==> src/rtl/mem_port_arbiter_pkg.sv <==
// Shared definitions for the fetch/data memory port arbiter.
// Holds the FSM encoding and the default starvation bound.
package mem_port_arbiter_pkg;

  localparam logic [1:0] IDLE      = 2'd0;
  localparam logic [1:0] SERVE_IF  = 2'd1;
  localparam logic [1:0] SERVE_MEM = 2'd2;

  localparam int MAX_DATA_STREAK_DEF = 4;

endpackage

==> src/rtl/mem_port_arbiter_streak.sv <==
// Grant-priority decision with a saturating data-streak counter
// that bounds how long a pending fetch can be starved.
module streak_counter #(
  parameter int MAX = 4,
  parameter int SW  = $clog2(MAX + 1)
) (
  input  logic clk,
  input  logic rst_n,
  input  logic grant_en,
  input  logic if_rq,
  input  logic mem_rq,
  output logic grant_if,
  output logic grant_mem
);

  logic [SW-1:0] streak;
  logic          at_max;

  always_comb begin
    at_max    = (streak == SW'(MAX));
    grant_mem = grant_en & mem_rq & ~(if_rq & at_max);
    grant_if  = grant_en & if_rq & ~grant_mem;
  end

  always_ff @(posedge clk or negedge rst_n) begin
    if (!rst_n) begin
      streak <= '0;
    end else if (grant_if) begin
      streak <= '0;
    end else if (grant_mem) begin
      if (!if_rq)
        streak <= '0;
      else if (!at_max)
        streak <= streak + 1'b1;
    end
  end

endmodule

==> src/rtl/mem_port_arbiter.sv <==
// Shares one variable-latency single-port RAM between the
// instruction-fetch and data ports; data wins, fetch is bounded.
module mem_port_arbiter
  import mem_port_arbiter_pkg::*;
#(
  parameter int ADDR_W          = 32,
  parameter int DATA_W          = 32,
  parameter int MAX_DATA_STREAK = MAX_DATA_STREAK_DEF
) (
  input  logic              clk,
  input  logic              rst_n,
  input  logic              IF_Req,
  input  logic [ADDR_W-1:0] IF_Address,
  output logic              IF_Ack,
  output logic [DATA_W-1:0] IF_Read_Data,
  input  logic              Mem_Read,
  input  logic              Mem_Write,
  input  logic [ADDR_W-1:0] Mem_Address,
  input  logic [DATA_W-1:0] Mem_Write_Data,
  output logic              Mem_Ack,
  output logic [DATA_W-1:0] Mem_Read_Data,
  output logic              Stall_IF,
  output logic              Stall_MEM,
  output logic              Ram_Req,
  output logic              Ram_We,
  output logic [ADDR_W-1:0] Ram_Address,
  output logic [DATA_W-1:0] Ram_Write_Data,
  input  logic              Ram_Ready,
  input  logic [DATA_W-1:0] Ram_Read_Data,
  output logic              Protocol_Error
);

  logic [1:0] state, state_d;
  logic       mem_any, grant_en;
  logic       grant_if, grant_mem;
  logic       serve_if, serve_mem;
  logic       drop_now, drop_q, stray_rdy;

  streak_counter #(
    .MAX (MAX_DATA_STREAK)
  ) u_streak (
    .clk       (clk),
    .rst_n     (rst_n),
    .grant_en  (grant_en),
    .if_rq     (IF_Req),
    .mem_rq    (mem_any),
    .grant_if  (grant_if),
    .grant_mem (grant_mem)
  );

  always_ff @(posedge clk or negedge rst_n) begin
    if (!rst_n) state <= IDLE;
    else        state <= state_d;
  end

  always_comb begin
    state_d = state;
    unique case (state)
      IDLE: begin
        if (grant_mem)     state_d = SERVE_MEM;
        else if (grant_if) state_d = SERVE_IF;
      end
      SERVE_IF,
      SERVE_MEM: if (Ram_Ready) state_d = IDLE;
      default:   state_d = IDLE;
    endcase
  end

  // The ack cycle stalls new grants so a still-held request is not re-served.
  always_comb begin
    mem_any   = Mem_Read | Mem_Write;
    serve_if  = (state == SERVE_IF);
    serve_mem = (state == SERVE_MEM);
    grant_en  = (state == IDLE) & ~IF_Ack & ~Mem_Ack;
    drop_now  = (serve_if & ~IF_Req) | (serve_mem & ~mem_any);
    stray_rdy = (state == IDLE) & Ram_Ready;
    Stall_IF  = IF_Req & ~IF_Ack;
    Stall_MEM = mem_any & ~Mem_Ack;
  end

  always_ff @(posedge clk or negedge rst_n) begin
    if (!rst_n) begin
      Ram_Req        <= 1'b0;
      Ram_We         <= 1'b0;
      Ram_Address    <= '0;
      Ram_Write_Data <= '0;
      IF_Ack         <= 1'b0;
      Mem_Ack        <= 1'b0;
      IF_Read_Data   <= '0;
      Mem_Read_Data  <= '0;
      Protocol_Error <= 1'b0;
      drop_q         <= 1'b0;
    end else begin
      Ram_Req <= (state_d != IDLE);
      IF_Ack  <= serve_if & Ram_Ready & ~drop_q & IF_Req;
      Mem_Ack <= serve_mem & Ram_Ready & ~drop_q & mem_any;
      if (grant_mem) begin
        Ram_Address    <= Mem_Address;
        Ram_Write_Data <= Mem_Write_Data;
        Ram_We         <= Mem_Write;
      end else if (grant_if) begin
        Ram_Address <= IF_Address;
        Ram_We      <= 1'b0;
      end
      if (grant_if | grant_mem) drop_q <= 1'b0;
      else if (drop_now)        drop_q <= 1'b1;
      if (serve_if & Ram_Ready)
        IF_Read_Data <= Ram_Read_Data;
      if (serve_mem & Ram_Ready & ~Ram_We)
        Mem_Read_Data <= Ram_Read_Data;
      if ((grant_mem & Mem_Read & Mem_Write) | drop_now | stray_rdy)
        Protocol_Error <= 1'b1;
    end
  end

endmodule

==> config.mk <==
export PLATFORM = sky130hd
export DESIGN_NAME = mem_port_arbiter
export DESIGN_NICKNAME = d
export VERILOG_FILES = /design/src/rtl/mem_port_arbiter_pkg.sv /design/src/rtl/mem_port_arbiter_streak.sv /design/src/rtl/mem_port_arbiter.sv
export SDC_FILE = /design/constraint.sdc
export NUM_CORES = 1
export LEC_CHECK = 0
export CAP_MARGIN = 15
export CORE_ASPECT_RATIO = 1.2
export CORE_MARGIN = 2
export CORE_UTILIZATION = 38
export CTS_BUF_LIST = sky130_fd_sc_hd__clkbuf_4
export DETAILED_ROUTE_END_ITERATION = 10
export HOLD_SLACK_MARGIN = 0.12
export MAX_ROUTING_LAYER = met4
export PLACE_DENSITY = 0.79
export SLEW_MARGIN = 10
export SYNTH_ARGS = -nofsm -noshare
export SYNTH_HDL_FRONTEND = slang
export SYNTH_SLANG_ARGS = --single-unit
export TNS_END_PERCENT = 1
==> constraint.sdc <==
create_clock -name clk -period 2.5 [get_ports clk]
set_clock_uncertainty 0.2 [all_clocks]
set_input_delay 0.5 -clock clk [delete_from_list [all_inputs] [get_ports clk]]
set_output_delay 0.5 -clock clk [all_outputs]
set_load 0.005 [all_outputs]
# Word-level counts from Yosys, hierarchy flattened
# Index checks and enable logic that the tools add are counted.
[op_classes]
n_addsub = 1
mul = 0
div = 0
order_cmp = 0
n_eq_ne = 4
shifts = 0
n_mux = 14
bitwise = 34
reduce_logical = 6
[op_table]
columns = ["cell", "count"]
rows = [
  ["2-to-1 mux 32 bit", 2],
  ["bitwise AND 1 bit", 21],
  ["2-to-1 mux 3 bit", 4],
  ["inverter 1 bit", 8],
  ["2-to-1 mux 2 bit", 3],
  ["nonzero test 2 bit", 3],
  ["bitwise OR 1 bit", 5],
  ["2-to-1 mux 1 bit", 4],
  ["case mux 2 bit (2 select lines)", 1],
  ["adder 3 x 1 -> 3 bit (second input constant)", 1],
  ["== test 3 bit (second input constant)", 1],
  ["inequality test 3 bit (second input constant)", 1],
  ["== test 2 x 1 -> 1 bit (second input constant)", 1],
  ["== test 2 bit (second input constant)", 1],
  ["logical NOT 2 bit", 1],
  ["AND reduction 2 bit", 1],
  ["OR reduction 2 bit", 1],
]
[totals]
ff_bits = 139
latch_bits = 0
ram_bits = 0
rom_bits = 0
inputBits = 134
output_inout_bits = 135
wordCells = 71
memories = 0

# Longest topological paths before layout
# Gate-level depths: netlist of the first run.
[logic_depth]
depth_word = 11
mapped_depth = 9
ltp_nobuf = 6

# Cells and area by module
# Synthesis of the first run repeated with hierarchy kept, for this count alone.
[unflattened]
hier_cells = 405
area_unflattened_um2 = 5739.3
[modules_own_cells]
columns = ["mod", "n_inst", "cells_per_inst", "area_per_inst_um2"]
rows = [
  ["mem_port_arbiter", 1, 385, 5537.8],
  ["streak_counter", 1, 20, 201.4],
]

# Worst setup path before layout of the first run
# OpenSTA, ideal clock, no wires.
[synth_path]
path_type = "register to register"
startpoint = "register state[0]"
endpoint = "register Ram_Write_Data[23]"
setup_ns = 0.117
arrival_ns = 1.973
setup_slack_ns = 0.210
path_stages_with_launch = 10
path_cell_list = "dfrtp_1 -> inv_1 -> ha_1 -> or3b_4 -> or3_1 -> buf_2 -> buf_6 -> buf_6 -> nand2_1 -> nand2_1"
[synth_via]
elab_chain_cells = 5
[synth_rtl]
columns = ["element", "line", "rtl"]
rows = [
  ["start, declared", "mem_port_arbiter.sv:33", "logic [1:0] state, state_d;"],
  ["start signal, assigned", "mem_port_arbiter.sv:53", "else state <= state_d;"],
  ["logical NOT 2 bit", "mem_port_arbiter.sv:74", "grant_en = (state == IDLE) & ~IF_Ack & ~Mem_Ack;"],
  ["bitwise AND 1 bit (2 in series)", "mem_port_arbiter.sv:74", ""],
  ["bitwise AND 1 bit (2 in series)", "mem_port_arbiter_streak.sv:21", "grant_mem = grant_en & mem_rq & ~(if_rq & at_max);"],
  ["end signal, assigned", "mem_port_arbiter.sv:99", "Ram_Write_Data <= Mem_Write_Data;"],
  ["end, declared", "mem_port_arbiter.sv:27", "output logic [DATA_W-1:0] Ram_Write_Data,"],
]
# Every way passes these cells.
# A chain may end at the register's enable or synchronous reset.

# Worst setup path in the final report of the first run
[layout_path]
startpoint = "register IF_Ack"
endpoint = "output Stall_IF"
[layout_via]
elab_chain_cells = 2
[layout_rtl]
columns = ["element", "line", "rtl"]
rows = [
  ["start, declared", "mem_port_arbiter.sv:14", "output logic IF_Ack,"],
  ["start signal, assigned", "mem_port_arbiter.sv:95", "IF_Ack <= serve_if & Ram_Ready & ~drop_q & IF_Req;"],
  ["inverter 1 bit", "mem_port_arbiter.sv:77", "Stall_IF = IF_Req & ~IF_Ack;"],
  ["bitwise AND 1 bit", "mem_port_arbiter.sv:77", ""],
  ["end, declared", "mem_port_arbiter.sv:22", "output logic Stall_IF,"],
]
# Every way passes these cells.

==> reports/qor.csv, run 1 <==
stage,metric,value,unit
outcome,status,completed,
critical_path,critical path data arrival time,1660,ps
sta,final setup vio count,0,
sta,fin crit share,94.48,%
sta,Tmin final,2362,ps
critical_path,WS Path Type,reg2out,
sta,unrepaired setup endpoints after global routing,no,
finish,multi-input logic area,1998,um^2
drt,DRC,0,
place,DP Area,8645,um^2
power,pwr/cell area,1183,nW/um^2
grt,number of global-route vias before repair,4962,
finish,area occupied by registers,3478,um^2
drt,DR top layer,met4,
logic_synthesis,synthesized area per cell,11.04,um^2
sta,Slew @ Worst Pin,519.9,ps
finish,fillcell total,1177,
clock_network,H-tree levels,4,
clock_network,clock root buffer,clkbuf_4,
critical_path,CP peak stage delay,550,ps
place,PortBufs,268,
logic_synthesis,post-synth cell types,31,
floorplan,site row count,48,
grt,antenna violations before repair,2,
logic_synthesis,YS warnings,0,
drt,Post-DRT Antenna Nets,0,
grt,GR Util All Layers,21.38,%
critical_path,Critical Path Slowest Stage Cell,clkdlybuf4s50_1,
logic_synthesis,multiplexer area fraction after synthesis,12.82,%
critical_path,CP Data Required Time,1800,ps
floorplan,Die X-Extent,115.0,um
critical_path,R2R depth,7,
clock_network,Worst-Skew Late Latency,520,ps
clock_network,clk buf depth,2,
grt,largest net degree at the start of global routing,60,
flow_run,max-cap viol count,0,
logic_synthesis,Synth async-reset ratio,100.0,%
logic_synthesis,adder-cell share of the synthesized area,1.336,%
sta,FMAX,423.4,MHz
floorplan,die area,15780,um^2
clock_network,clock-pin slew on the worst setup and hold paths,120,ps
drt,via count,4787,
logic_synthesis,sequential area share after synthesis,61.89,%
sta,"Slew Viols, Final",0,
drt,met2 routed WL,8705,um
critical_path,crit end category,primary output,
critical_path,CP Depth,2,
critical_path,CP Buf/Inv Count,1,
floorplan,Initial Utilization,38.99,%
finish,# nets final,931,
drt,drt pass-1 iters,6,
critical_path,Crit Path Max Fanout,5,
clock_network,total CTS buffers,17,
critical_path,Startpoint Class,register,
floorplan,IO Count,269,
logic_synthesis,Syn Inst Count,509,
drt,per-cell routed wire length,16.75,um
finish,layout cells sized above 1,15.17,%
sta,max_slew headroom,65.34,%
clock_network,TritonCTS clock tree,built,
logic_synthesis,largest family of logic cells by synthesized area,simple AND/OR/NAND/NOR gates,
sta,final hold vios,0,
finish,post-route cell area,8981,um^2
drt,WL met1,6472,um
drt,DR iter-0 viols,143,
clock_network,postcts setup bufs,0,
floorplan,core area,14410,um^2
logic_synthesis,Synth Area in Compound Gates,5.298,%
logic_synthesis,number of flops mapped to enable cells by yosys,0,
power,LEAKAGE,0.004010,uW
worst_hold_path,Hold Path Class,in2reg,
sta,worst setup slack after layout,138.1,ps
logic_synthesis,post-synth top area cell,dfrtp_1,
place,GP Congestion,0.8586,
grt,Overflow after GRT,0,
logic_synthesis,post-synth design cell area,5620,um^2
finish,Final Core Density,62.31,%
logic_synthesis,XOR/XNOR Fraction of Synth Area,0,%
logic_synthesis,Main synth FF type,dfrtp_1,
logic_synthesis,"FF+latch count, synth",139,
clock_network,# clock sinks,139,
critical_path,Top Family by Delay on Critical Path,buffers and inverters,
grt,global-route wire length before repair,25040,um
place,DP Wirelength,12530,um
drt,final wirelength,16440,um
logic_synthesis,share of the synthesized area in the top cell type,61.89,%
drt,Met3 Wirelength,866,um
worst_hold_path,hold path depth,3,
finish,area grow syn2layout,59.80,%
logic_synthesis,syn_nets,649,
drt,via/cell ratio,4.880,
critical_path,worst path cell trace,nor2b_2 -> clkdlybuf4s50_1,
logic_synthesis,top post-synthesis cells by area,"dfrtp_1 (62%), mux2_2 (12%), nand2_1 (11%)",
logic_synthesis,Post-Synth Simple-Gate Area,15.63,%
place,post-place setup slack,-80.14,ps
floorplan,Die Y,137.2,um
power,Worst VDD drop,0.0006850,V
==> area by class of cell <==
type / count / share of cell area [%]
sequential: 139 / 38.73
timing repair buffer: 292 / 32.95
multi-input combinational: 336 / 22.25
tap: 175 / 2.438
clock inverter: 15 / 1.950
clock buffer: 17 / 1.421
inverter: 5 / 0.2090
antenna: 2 / 0.05573
==> layer usage <==
| layer | GRT usage, % | up-vias |
|---|---|---|
| met5 | - | - |
| met4 | 8.568 | 0 |
| met3 | 5.191 | 27 |
| met2 | 37.39 | 177 |
| met1 | 23.39 | 2314 |
| li1 | - | 2269 |
==> cells in the mapped netlist, types with 2 or more instances <==
cell      count
nand2_1     166
dfrtp_1     139
mux2_2       58
nor2_1       36
a31oi_1      32
clkbuf_1     14
buf_1         6
ha_1          6
mux2_1        6
buf_6         5
inv_1         5
buf_2         4
o21ai_0       4
a21oi_1       3
nand3_1       3
nor2b_1       3
nor3_1        3
a22oi_1       2
or2_2         2
==> metrics by stage <==
stage                     cells  setup TNS (ps)  hold slack, ps  total power, uW
final                       981               0           251.0            10620
after global routing        981               0           227.2            11340
after CTS                   979               0           227.6            10760
after detailed placement    946          -103.3           245.9             9186
after global placement      946          -97.93           245.2             8952
after floorplan             509               0           4.409             6002
==> tightest hold or removal path: cells and delay by family <==
| family | cells | cell delay (ps) |
|---|---|---|
| buf+inv | 2 | 310 |
| simple gates | 1 | 130 |
==> cells by family after synthesis <==
group	after synthesis
AO/OA/AOI/OAI	46
adder cells (fa/ha/maj)	6
buffers and inverters	34
flip-flops	139
multiplexers	64
AND/OR/NAND/NOR	220
==> flip-flops by register name (all words and copies together) (netlist names) <==
| name | cells |
|---|---|
| Ram_Req | 1 |
| Mem_Ack | 1 |
| Mem_Read_Data | 32 |
| IF_Ack | 1 |
| state | 2 |
| Protocol_Error | 1 |
| Ram_Address | 32 |
| u_streak.streak | 3 |
| IF_Read_Data | 32 |
| Ram_We | 1 |
| drop_q | 1 |
| Ram_Write_Data | 32 |
==> path summary, 6_finish.rpt <==
kind / startpoint / endpoint / slack, ps
worst max-delay path: IF_Ack$_DFF_PN0_ / Stall_IF / 140
worst min-delay path: IF_Req / IF_Ack$_DFF_PN0_ / 250
worst max register to register: state[0]$_DFF_PN0_ / Ram_Req$_DFF_PN0_ / 200
worst min register to register: drop_q$_DFFE_PN0P_ / Mem_Ack$_DFF_PN0_ / 270
max in group asynchronous: rst_n / Ram_Address[2]$_DFFE_PN0N_ / 1110
min in group asynchronous: rst_n / IF_Read_Data[10]$_DFFE_PN0P_ / 280
==> where the power goes <==
part / total [uW] / switching (uW) / internal, uW / leakage, uW
registers: 3940 / 587 / 3350 / 0.00166
logic: 5150 / 2050 / 3100 / 0.00218
clock network: 1530 / 838 / 695 / 0.000167
total: 10600 / 3470 / 7150 / 0.00401
==> cell usage in the layout, fill, tap and decap left out, drive strengths merged <==
cell           Yosys  routed
a211oi             1       1
a21boi             1       1
a21oi              3       3
a221oi             1       1
a22o               1       1
a22oi              2       2
a31oi             32      32
a32o               1       1
and3               1       1
buf               15      24
bufinv             0       3
clkbuf            14      17
clkdlybuf4s50      0     265
clkinv             0      11
dfrtp            139     139
diode              0       2
dlygate4sd3        0       1
dlymetal6s2s       0       2
ha                 6       6
inv                5       6
mux2              64      64
nand2            166     166
nand3              3       3
nor2              36      36
nor2b              3       3
nor3               4       4
nor3b              1       1
o21ai              4       4
or2                3       3
or3                1       1
or3b               1       1
or4bb              1       1
==> repair_timing <==
| action | in CTS | in global routing |
|---|---|---|
| gates resized for setup | 1 | 5 |
| setup endpoints to repair | 1 | 10 |
| hold endpoints to repair | 89 | 0 |
| hold buffers | 1 | 0 |
Note: power is estimated with default switching activity, not from simulation.
==> run 2: changes to the inputs <==
--- a/config.mk
+++ b/config.mk
@@ -14,6 +14,8 @@
 export HOLD_SLACK_MARGIN = 0.12
 export MAX_ROUTING_LAYER = met4
 export PLACE_DENSITY = 0.79
+export RECOVER_POWER = 25
+export SKIP_CTS_REPAIR_TIMING = 1
 export SLEW_MARGIN = 10
 export SYNTH_ARGS = -nofsm -noshare
 export SYNTH_HDL_FRONTEND = slang
==> run 2 against run 1 <==
  * Register-to-register slack about the same
  * Sequential share of layout area increased by 0.065 points
  * Clock power hardly changed
  * Via count about the same
  * Cell area is 0.17% lower
  * Count of clock-buffer cells in the layout did not move
  * First-iteration DRC count decreased by 0.70%
  * Critical path type unchanged
  * Setup slack is essentially flat
  * Total power hardly changed
  * Critical path depth unchanged
  * Combinational power about the same
==> reports/qor.csv, run 2 (same netlist as run 1, synthesis figures left out) <==
stage,metric,value,unit,change
drt,via count,4788,,+0.021%
grt,Overflow after GRT,0,,unchanged
critical_path,crit end category,primary output,,
critical_path,Startpoint Class,register,,
critical_path,WS Path Type,reg2out,,
worst_hold_path,Hold Path Class,in2reg,,
sta,max_slew headroom,7.821,%,-58 points
power,LEAKAGE,0.004005,uW,-0.13%
flow_run,max-cap viol count,0,,unchanged
critical_path,Crit Path Max Fanout,5,,unchanged
floorplan,Die X-Extent,115.0,um,unchanged
clock_network,TritonCTS clock tree,built,,
grt,GR Util All Layers,21.38,%,unchanged
finish,fillcell total,1177,,unchanged
clock_network,clk buf depth,2,,unchanged
sta,final hold vios,0,,unchanged
floorplan,core area,14410,um^2,unchanged
finish,final std cells w/o fill,981,,unchanged
power,Worst VDD drop,0.0006849,V,about the same
floorplan,IO Count,269,,unchanged
drt,final wirelength,16440,um,about the same
place,DP Wirelength,12530,um,unchanged
sta,final setup vio count,0,,unchanged
critical_path,critical path data arrival time,1660,ps,about the same
drt,DR iter-0 viols,142,,-0.70%
grt,largest net degree at the start of global routing,60,,unchanged
sta,worst hold margin,251.0,ps,-0.03900 ps
floorplan,site row count,48,,unchanged
sta,unrepaired setup endpoints after global routing,no,,
finish,# nets final,931,,unchanged
critical_path,CP peak stage delay,550,ps,about the same
sta,"Slew Viols, Final",0,,unchanged
grt,antenna violations before repair,2,,unchanged
drt,DRC,0,,unchanged
finish,area grow syn2layout,59.53,%,
critical_path,reg2reg setup slack,200,ps,about the same
power,Final Power,10620,uW,about the same
sta,fin crit share,94.48,%,about the same
critical_path,CP Data Required Time,1800,ps,about the same
clock_network,clock root buffer,clkbuf_4,,
sta,Tmin final,2362,ps,+0.07400 ps
drt,Post-DRT Antenna Nets,0,,unchanged
clock_network,# clock sinks,139,,unchanged
critical_path,Critical Path Slowest Stage Cell,clkdlybuf4s50_1,,
finish,multi-input logic area,1998,um^2,unchanged
finish,"commonest non-fill, non-tap cell in the layout",clkdlybuf4s50_1,,
clock_network,H-tree levels,4,,unchanged
clock_network,Worst-Skew Late Latency,520,ps,about the same
grt,global-route wire length before repair,25040,um,unchanged
outcome,status,completed,,
clock_network,total CTS buffers,17,,unchanged
finish,area occupied by registers,3478,um^2,unchanged
power,pwr/cell area,1184,nW/um^2,+0.14%
sta,FMAX,423.4,MHz,about the same
clock_network,clock-pin slew on the worst setup and hold paths,120,ps,about the same
place,GP Congestion,0.8586,,unchanged
place,placed insts,946,,unchanged
floorplan,die area,15780,um^2,unchanged
finish,most frequent cells in the layout,"clkdlybuf4s50_1 (265), nand2_1 (166), dfrtp_1 (139)",,
floorplan,Die Y,137.2,um,unchanged
drt,drt pass-1 iters,5,,-1
finish,layout cells sized above 1,15.17,%,unchanged
grt,number of global-route vias before repair,4960,,-0.040%
floorplan,Initial Utilization,38.99,%,unchanged
place,PortBufs,268,,unchanged
drt,via/cell ratio,4.881,,about the same
sta,Slew @ Worst Pin,1383,ps,+862.8 ps
drt,per-cell routed wire length,16.76,um,about the same
critical_path,worst path cell trace,nor2b_2 -> clkdlybuf4s50_1,,
run 2: cell type report:
type | count | area share [%]
clock buffers | 17 | 1.423
flip-flops and latches | 139 | 38.79
inverters | 5 | 0.2093
diodes | 2 | 0.05582
well taps | 175 | 2.442
repair buffers | 292 | 32.84
multi-input cells | 336 | 22.29
clock inverters | 15 | 1.954
run 2: per-stage QoR:
stage	util [%]	instance area [um^2]	TNS (ps)	setup WS (ps)
floorplan	-	5620	0	210.4
global placement	59.97	8645	-97.93	-97.93
detailed placement	59.97	8645	-103.3	-80.14
CTS	62.07	8947	-80.13	-80.13
global route	62.20	8966	0	25.57
finish	62.20	8966	0	138.0
run 2: power by group:
group          switching, uW  internal (uW)  leakage [uW]
sequential               587           3350       0.00166
clock                    839            695      0.000167
combinational           2050           3100       0.00217
run 2: final timing paths:
path | start | to | cells after the start
setup reg to reg | state[0]$_DFF_PN0_ | Ram_Req$_DFF_PN0_ | 7
min in group asynchronous | rst_n | IF_Read_Data[10]$_DFFE_PN0P_ | 2
hold / removal | IF_Req | IF_Ack$_DFF_PN0_ | 3
setup / recovery | IF_Ack$_DFF_PN0_ | Stall_IF | 2
max in group asynchronous | rst_n | Ram_Address[2]$_DFFE_PN0N_ | 3
hold reg to reg | drop_q$_DFFE_PN0P_ | Mem_Ack$_DFF_PN0_ | 1
run 2: metal layers:
| layer | global-route usage (%) | vias to the layer above | share of wire (%) |
|---|---|---|---|
| met5 | - | - | 0 |
| met4 | 8.568 | 0 | 2.4 |
| met3 | 5.191 | 27 | 5.3 |
| met2 | 37.39 | 178 | 53 |
| met1 | 23.39 | 2314 | 39 |
| li1 | - | 2269 | - |
run 2: critical path: cells and delay by family (launching register included):
kind	cells	cell delay [ps]
simple gates	1	140
buf+inv	1	550
flops	1	450
==> run 3: changes to the inputs <==
--- a/config.mk
+++ b/config.mk
@@ -6,7 +6,6 @@
 export NUM_CORES = 1
 export LEC_CHECK = 0
 export CAP_MARGIN = 15
-export CORE_ASPECT_RATIO = 1.2
 export CORE_MARGIN = 2
 export CORE_UTILIZATION = 38
 export CTS_BUF_LIST = sky130_fd_sc_hd__clkbuf_4
==> run 3 against run 2 <==
  * Maximum frequency rose by 0.17%
  * Critical endpoint unchanged
  * Critical path depth unchanged
  * Combinational power fell by 1%
  * Register-to-register slack got worse by 20 ps
  * Sequential cell count stayed put
  * Via count is 0.52% lower
==> reports/qor.csv, run 3 (same netlist as run 1, synthesis figures left out) <==
stage,metric,value,unit,change
sta,worst hold margin,251.9,ps,+0.8840 ps
clock_network,TritonCTS clock tree,built,,
sta,worst setup slack after layout,142.1,ps,+4.058 ps
sta,final setup vio count,0,,unchanged
power,sequential cell fraction of total power,38.9,%,+1.8 points
finish,layout cells sized above 1,14.05,%,-1.1 points
critical_path,critical path data arrival time,1660,ps,about the same
outcome,status,completed,,
place,GP Congestion,0.8917,,+3.9%
floorplan,Initial Utilization,38.82,%,-0.18 points
power,pwr/cell area,1155,nW/um^2,-2.5%
critical_path,Crit Path Max Fanout,5,,unchanged
floorplan,IO Count,269,,unchanged
clock_network,# clock sinks,139,,unchanged
drt,Met3 Wirelength,1069,um,+22%
critical_path,crit end category,primary output,,
grt,GR Util All Layers,20.97,%,-0.41 points
sta,"Slew Viols, Final",0,,unchanged
drt,WL met1,6403,um,-1.3%
grt,global-route wire length before repair,25360,um,+1.3%
clock_network,Worst-Skew Late Latency,530,ps,about the same
drt,via/cell ratio,4.821,,-1.2%
finish,# diodes,0,,-2
sta,unrepaired setup endpoints after global routing,no,,
drt,DRC,0,,unchanged
drt,met2 routed WL,8234,um,-5.2%
worst_hold_path,Hold Path Class,in2reg,,
drt,DR top layer,met4,,
sta,max_slew headroom,27.56,%,+20 points
power,Gate power share,49.8,%,+1.3 points
power,sw frac,33.11,%,+0.40 points
place,post-place setup slack,-31.36,ps,+48.77 ps
grt,number of global-route vias before repair,5031,,+1.4%
critical_path,WS Path Type,reg2out,,
clock_network,total CTS buffers,17,,unchanged
clock_network,H-tree levels,4,,unchanged
drt,via count,4763,,-0.52%
clock_network,clock-pin slew on the worst setup and hold paths,130,ps,about the same
place,DP Wirelength,11990,um,-4.4%
grt,antenna violations before repair,0,,-2
sta,Tmin final,2358,ps,-4.058 ps
place,PortBufs,268,,unchanged
clock_network,clk buf depth,2,,unchanged
sta,FMAX,424.1,MHz,+0.17%
critical_path,Startpoint Class,register,,
power,Worst VDD drop,0.0005553,V,-19%
floorplan,site row count,44,,-8.3%
grt,largest net degree at the start of global routing,57,,-5.0%
drt,Post-DRT Antenna Nets,0,,unchanged
floorplan,Die X-Extent,125.6,um,+9.2%
critical_path,CP Data Required Time,1800,ps,about the same
power,Internal Power,6850,uW,-4.2%
drt,DR iter-0 viols,218,,+54%
finish,area grow syn2layout,57.70,%,
power,LEAKAGE,0.003946,uW,-1.5%
floorplan,die area,15780,um^2,about the same
power,Final Power,10240,uW,-3.6%
drt,final wirelength,16000,um,-2.7%
floorplan,Die Y,125.6,um,-8.5%
floorplan,core area,14480,um^2,+0.45%
drt,drt pass-1 iters,6,,+1
sta,final hold vios,0,,unchanged
finish,"commonest non-fill, non-tap cell in the layout",clkdlybuf4s50_1,,
finish,# nets final,931,,unchanged
finish,final std cells w/o fill,988,,+0.71%
place,placed insts,954,,+0.85%
grt,Overflow after GRT,0,,unchanged
sta,fin crit share,94.32,%,-0.16 points
finish,fillcell total,1184,,+0.59%
drt,per-cell routed wire length,16.19,um,-3.4%
flow_run,max-cap viol count,0,,unchanged
clock_network,clock root buffer,clkbuf_4,,
finish,most frequent cells in the layout,"clkdlybuf4s50_1 (265), nand2_1 (166), dfrtp_1 (139)",,
power,Sw Pwr,3390,uW,-2.4%
sta,Slew @ Worst Pin,1087,ps,-296.2 ps
power,Clock Power Share,11.4,%,-3.0 points
[run 3: changes by cell type in the layout (fill, tap and decap cells not counted), moves of 2 or more]
| cell | delta |
|---|---|
| clkinv_1 | +5 |
| bufinv_16 | -3 |
| clkinv_4 | -6 |
| clkbuf_4 | +4 |
| clkbuf_1 | +2 |
| diode_2 | -2 |
| clkinvlp_4 | +2 |
| buf_4 | -4 |
[run 3: cell type report]
class,count,area (um^2),area share (%)
sequential,139,3478,39.24
timing repair buffer,292,2933,33.09
multi-input combinational,336,1996,22.52
tap,184,230.2,2.597
clock buffer,20,150.1,1.694
clock inverter,12,57.56,0.6494
inverter,5,18.77,0.2117
[run 3: layer usage]
layer  track usage [%]  up-vias
met4             6.928        0
met5                 -        -
met1             23.34     2285
met3             6.330       28
li1                  -     2251
met2             36.06      199
[run 3: metrics by stage]
| step | instance area (um^2) | TNS [ps] | utilization, % |
|---|---|---|---|
| after floorplan | 5620 | 0 | - |
| after global placement | 8648 | -26.38 | 59.73 |
| after global routing | 8864 | 0 | 61.22 |
| final | 8864 | 0 | 61.22 |
| after CTS | 8856 | -28.25 | 61.16 |
| after detailed placement | 8648 | -231.4 | 59.73 |
[run 3: critical path, cell delays in order (launching register included)]
cell and delay, ps:
dfrtp_1 450, nor2b_1 150, clkdlybuf4s50_1 530
[run 3: worst paths after layout]
path	start	endpoint	slack (ps)	cells after the start
max	IF_Ack$_DFF_PN0_	Stall_IF	140	2
min	IF_Req	Protocol_Error$_DFFE_PN0P_	250	4
max reg2reg	state[1]$_DFF_PN0_	Ram_Address[19]$_DFFE_PN0N_	180	7
min reg2reg	Ram_Write_Data[0]$_DFFE_PN0N_	Ram_Write_Data[0]$_DFFE_PN0N_	280	2
max in group asynchronous	rst_n	IF_Read_Data[14]$_DFFE_PN0P_	300	3
min in group asynchronous	rst_n	Ram_Write_Data[3]$_DFFE_PN0N_	520	2
[run 3: power groups by stage]
stage          Clock (uW)  Combinational, uW  Sequential [uW]
5_1_grt              1310               5520             4110
2_1_floorplan           0               1980             4030
4_1_cts              1200               5170             3980
3_5_place_dp            0               5150             4010
3_3_place_gp            0               4960             3950
6_report             1160               5100             3980
==> RTL change 1, RTL diff (settings of run 3) <==
Make the reset (`rst_n`) synchronous in 3 clocked blocks.
--- a/src/rtl/mem_port_arbiter_streak.sv
+++ b/src/rtl/mem_port_arbiter_streak.sv
@@ -24,3 +24,3 @@
 
-  always_ff @(posedge clk or negedge rst_n) begin
+  always_ff @(posedge clk) begin
     if (!rst_n) begin
--- a/src/rtl/mem_port_arbiter.sv
+++ b/src/rtl/mem_port_arbiter.sv
@@ -50,3 +50,3 @@
 
-  always_ff @(posedge clk or negedge rst_n) begin
+  always_ff @(posedge clk) begin
     if (!rst_n) state <= IDLE;
@@ -80,3 +80,3 @@
 
-  always_ff @(posedge clk or negedge rst_n) begin
+  always_ff @(posedge clk) begin
     if (!rst_n) begin
Check against the original RTL: differs if rst_n is asserted again (counterexample within 4 cycles, from zero or initial values and one cycle with rst_n low); with rst_n held inactive, the same outputs for 4 cycles.
==> RTL change 1 against run 3 <==
  * Setup slack got worse by 0.078 ns
  * Sequential cell count unchanged
  * Synthesized cell count increased by 31%
  * First-iteration DRC count increased by 43%
  * Total power decreased by 30%
  * Register-to-register slack improved by 0.03 ns
  * Area after synthesis decreased by 6.4%
  * Wire length increased by 4.2%
  * Final area decreased by 5.2%
  * Largest cell class is now buffers
  * Largest power group unchanged
==> RTL change 1: results (changes against run 3) <==
crit_arrival_ns: 1.74  # +0.08 ns
grt.total_usage: 0.2314  # +0.02172
met3RoutedLength_mm: 1.469  # +37%
holdWs_ns: 0.2119  # -0.04004 ns
layout.nets: 1064  # +14%
drt-initial-drc-count: 312  # +43%
setup.reg_to_reg.worst_slack_ns: 0.21  # +0.03 ns
dp_hpwl_mm: 11.74  # -2.0%
first_global_vias: 5196  # +3.3%
relSlewSlack: 0.3719  # +0.09625
rr_endpoint: "Ram_Address[8]"
syn-mean-instance-area_um2: 7.876  # -29%
grt_pass1_wl_mm: 25.88  # +2.1%
via_per_inst: 4.892  # +1.5%
met2_length_mm: 8.066  # -2.0%
critPathLaunch: "Mem_Read"
synth_async_sr_flop_share: 0  # -1.000
fin_cells: 1113  # +13%
place.gp.congestion: 0.8076  # -9.4%
drt_pass1_iterations: 4  # -2
numPortBuffers: 268  # unchanged
min_to: "IF_Ack"
cp_max_fo: 4  # -1
ys.flop_type: "dfxtp_1"
clk_pin_slew_ns: 0.10  # -0.03 ns
dp_cells: 1080  # +13%
synthTopCellsByArea: "dfxtp_1 (53%), nand2_1 (19%), a21oi_1 (9.6%)"
wl_met1_mm: 7.012  # +9.5%
drive_gt1_frac: 0.05870  # -0.08185
worst_ir_drop_vdd_uv: 586.3  # +5.6%
syn_nets: 808  # +24%
r2r_cells: 6  # -1
grt_max_degree: 73  # +28%
wirelength_mm: 16.66  # +4.2%
seq_area_frac_synth: 0.5289  # -0.08998
synthTopCellsByCount: "nand2_1 (260), dfxtp_1 (139), a21oi_1 (101)"
leakagePower_uw: 0.003050  # -23%
status: "finished, final reports clean"
reg2reg_from: "state[0]"
synth_cell_type_count: 34  # +9.7%
-- RTL change 1: power by group --
group | internal, uW | switching (uW)
registers | 2690 | 248
clock network | 431 | 770
logic | 1570 | 1490
total | 4690 | 2500
-- RTL change 1: worst max-delay path by stage --
stage | endpoint | slack [ns] | depth (start not counted)
2_1_floorplan | Ram_Address[10] | 0.25 | 8
3_3_place_gp | Stall_IF | 0.01 | 4
6_report | Stall_MEM | 0.06 | 4
3_5_place_dp | Stall_IF | 0.01 | 4
4_1_cts | Stall_MEM | -0.0001 | 4
5_1_grt | Mem_Ack | 0.04 | 1
-- RTL change 1: kinds of logic after synthesis --
| logic type | synth area share |
|---|---|
| compound gates | 0.1658 |
| fa+ha+maj | 0.01427 |
| buf+inv | 0.04851 |
| flops | 0.5289 |
| simple gates | 0.2426 |
-- RTL change 1: per-layer routing --
metal,GRT usage,vias to the layer above
met5,-,-
met1,0.2684,2497
met3,0.08661,10
met2,0.3813,210
li1,-,2728
met4,0.05603,0
-- RTL change 1: through the flow --
step                setup slack (ns)  instance area, um2
finish                       0.06366                8402
floorplan                     0.2500                5261
detailed placement           0.01179                8204
CTS                       -0.0001180                8422
global route                 0.04413                8402
global placement             0.01347                8204
-- RTL change 1: critical path: stages --
cell,delay [ns]
clkdlybuf4s50_1,0.51
nor2_2,0.08
nor2_1,0.09
clkdlybuf4s50_1,0.55
-- RTL change 1: final cells by class --
type / count / area [um2]
Fill cell: 1160 / 4999
Timing Repair Buffer: 288 / 2903
Sequential cell: 139 / 2783
Multi-Input combinational cell: 472 / 2253
Tap cell: 176 / 220.2
Clock buffer: 22 / 165.2
Clock inverter: 10 / 52.55
Inverter: 6 / 25.02
==> RTL change 2, RTL diff (flow settings as in run 3) <==
Made on the original files. The package constant `MAX_DATA_STREAK_DEF` goes from 4 to 2.
--- a/src/rtl/mem_port_arbiter_pkg.sv
+++ b/src/rtl/mem_port_arbiter_pkg.sv
@@ -8,3 +8,3 @@
 
-  localparam int MAX_DATA_STREAK_DEF = 4;
+  localparam int MAX_DATA_STREAK_DEF = 2;
 
Behaviour: not the same (Yosys sat finds a counterexample within 10 cycles, from zero or initial values and one cycle with rst_n low).
==> RTL change 2 against run 3 <==
  * Area after synthesis is 6.5% higher
  * Sequential cell count is 1 lower
  * Total power is 15% higher
  * Setup slack got worse by 0.040 ns
  * Final area rose by 5.1%
  * Wire length fell by 1.4%
  * Combinational power rose by 16%
  * Synthesized cell count shrank 21%
  * Critical endpoint unchanged
  * Largest cell class unchanged
  * Largest power group unchanged
==> RTL change 2: results (changes against run 3) <==
drive_gt1_frac: 0.2550  # +0.1145
seq_area_frac_synth: 0.5772  # -0.04171
slowest_stage: "clkdlybuf4s50_1"
critPathTopFamily: "buffers and inverters"
routed-via-count: 4283  # -10%
h-tree-depth: 4  # unchanged
wirelength_mm: 15.78  # -1.4%
first_global_vias: 4722  # -6.1%
setup.reg_to_reg.worst_slack_ns: 0.26  # +0.08 ns
numPortBuffers: 268  # unchanged
synth_async_sr_flop_share: 1.000  # unchanged
synthTopCellsByCount: "dfrtp_1 (138), mux2_4 (61), nor2_1 (35)"
tightest_slew_ns: 0.9060  # -0.1805 ns
grt_max_degree: 54  # -5.3%
leakagePower_uw: 0.004216  # +6.9%
synth_cell_type_count: 32  # +3.2%
place_ws_ns: 0.01980  # +0.05116 ns
grt.total_usage: 0.1969  # -0.01278
status: "finished, final reports clean"
switching_share: 0.3010  # -0.03012
synthTopCellsByArea: "dfrtp_1 (58%), mux2_4 (15%), mux2_2 (6.0%)"
yosysWarnings: 0  # unchanged
antenna_found_initial: 1  # +1
insertion_delay_ns: 0.53  # about the same
drt-initial-drc-count: 175  # -20%
dp_hpwl_mm: 11.65  # -2.8%
drt_pass1_iterations: 4  # -2
slowest_delay_ns: 0.55  # +0.02 ns
cp_max_fo: 3  # -2
fin_crit_sh: 0.9590  # +0.01585
reg2reg_from: "state[1]"
numCtsBuffers: 17  # unchanged
clockBufferDepth: 2  # unchanged
nFillCells: 1224  # +3.4%
overflow: 0  # unchanged
min_from: "drop_q"
finalHoldViolCount: 0  # unchanged
syn_nets: 539  # -17%
critPathLaunch: "IF_Req"
cts-root-buf: "clkbuf_4"
worst_ir_drop_vdd_uv: 495.7  # -11%
hold_path_class: "reg -> reg"
clk_pin_slew_ns: 0.11  # -0.02 ns
layout.nets: 824  # -11%
ys.flop_type: "dfrtp_1"
place.gp.congestion: 0.7885  # -12%
grt_pass1_wl_mm: 24.52  # -3.3%
==> RTL change 2: logic make-up (layout without fill, tap and decap cells) <==
logic type | count (synthesis) | after routing | synth area share
flops | 138 | 138 | 0.5772
mux | 127 | 127 | 0.2708
simple gates | 54 | 54 | 0.04099
compound gates | 48 | 48 | 0.06211
buf+inv | 28 | 326 | 0.03848
fa+ha+maj | 5 | 5 | 0.01046
other cells | 0 | 1 | 0
==> RTL change 2: power by group through the flow <==
stage	Clock, uW	Sequential (uW)	Combinational, uW
2_1_floorplan	0	4050	2930
3_3_place_gp	0	3980	5810
3_5_place_dp	0	4050	5990
4_1_cts	1870	4010	6020
5_1_grt	1970	4140	6370
6_report	1820	4010	5940
==> RTL change 2: worst reg2reg max path, stage by stage (launching register included) <==
cell and delay (ns):
dfrtp_1 0.43, inv_1 0.11, ha_1 0.28, nor3b_2 0.36, nand2b_4 0.19, buf_4 0.22
buf_12 0.17, nor2_1 0.15, a21oi_2 0.05
==> RTL change 2: final cells by class <==
type	count	area (um2)	area share
inverters	6	22.52	0.002419
clock inverters	14	225.2	0.02419
multi-input cells	234	2315	0.2486
flip-flops and latches	138	3455	0.3710
repair buffers	288	2893	0.3107
diodes	1	2.502	0.0002687
clock buffers	18	135.1	0.01451
well taps	211	264.0	0.02835
==> RTL change 2: path summary, 6_finish.rpt <==
check / endpoint / depth (start not counted)
max: Stall_IF / 3
min: IF_Ack / 1
max reg2reg: Ram_Address[23] / 8
min reg2reg: IF_Ack / 1
max in group asynchronous: Ram_Address[20] / 3
min in group asynchronous: Mem_Read_Data[21] / 2
==> RTL change 2: stage by stage <==
step / power, uW / area (um2) / instances / hold slack [ns]
4_1_cts: 11910 / 9326 / 908 / -0.3965
5_1_grt: 12470 / 9311 / 910 / 0.3016
2_1_floorplan: 6978 / 5983 / 400 / 0.004409
3_5_place_dp: 10040 / 8966 / 876 / 0.2273
3_3_place_gp: 9797 / 8966 / 876 / 0.2252
6_report: 11770 / 9311 / 910 / 0.2728
==> RTL change 2: per-layer routing <==
layer	global-route usage	vias to the layer above	wire [um]
met5	-	-	0
met4	0.08412	0	463
met3	0.05739	32	1035
met2	0.3310	179	7947
met1	0.2191	2110	6335
li1	-	1962	-
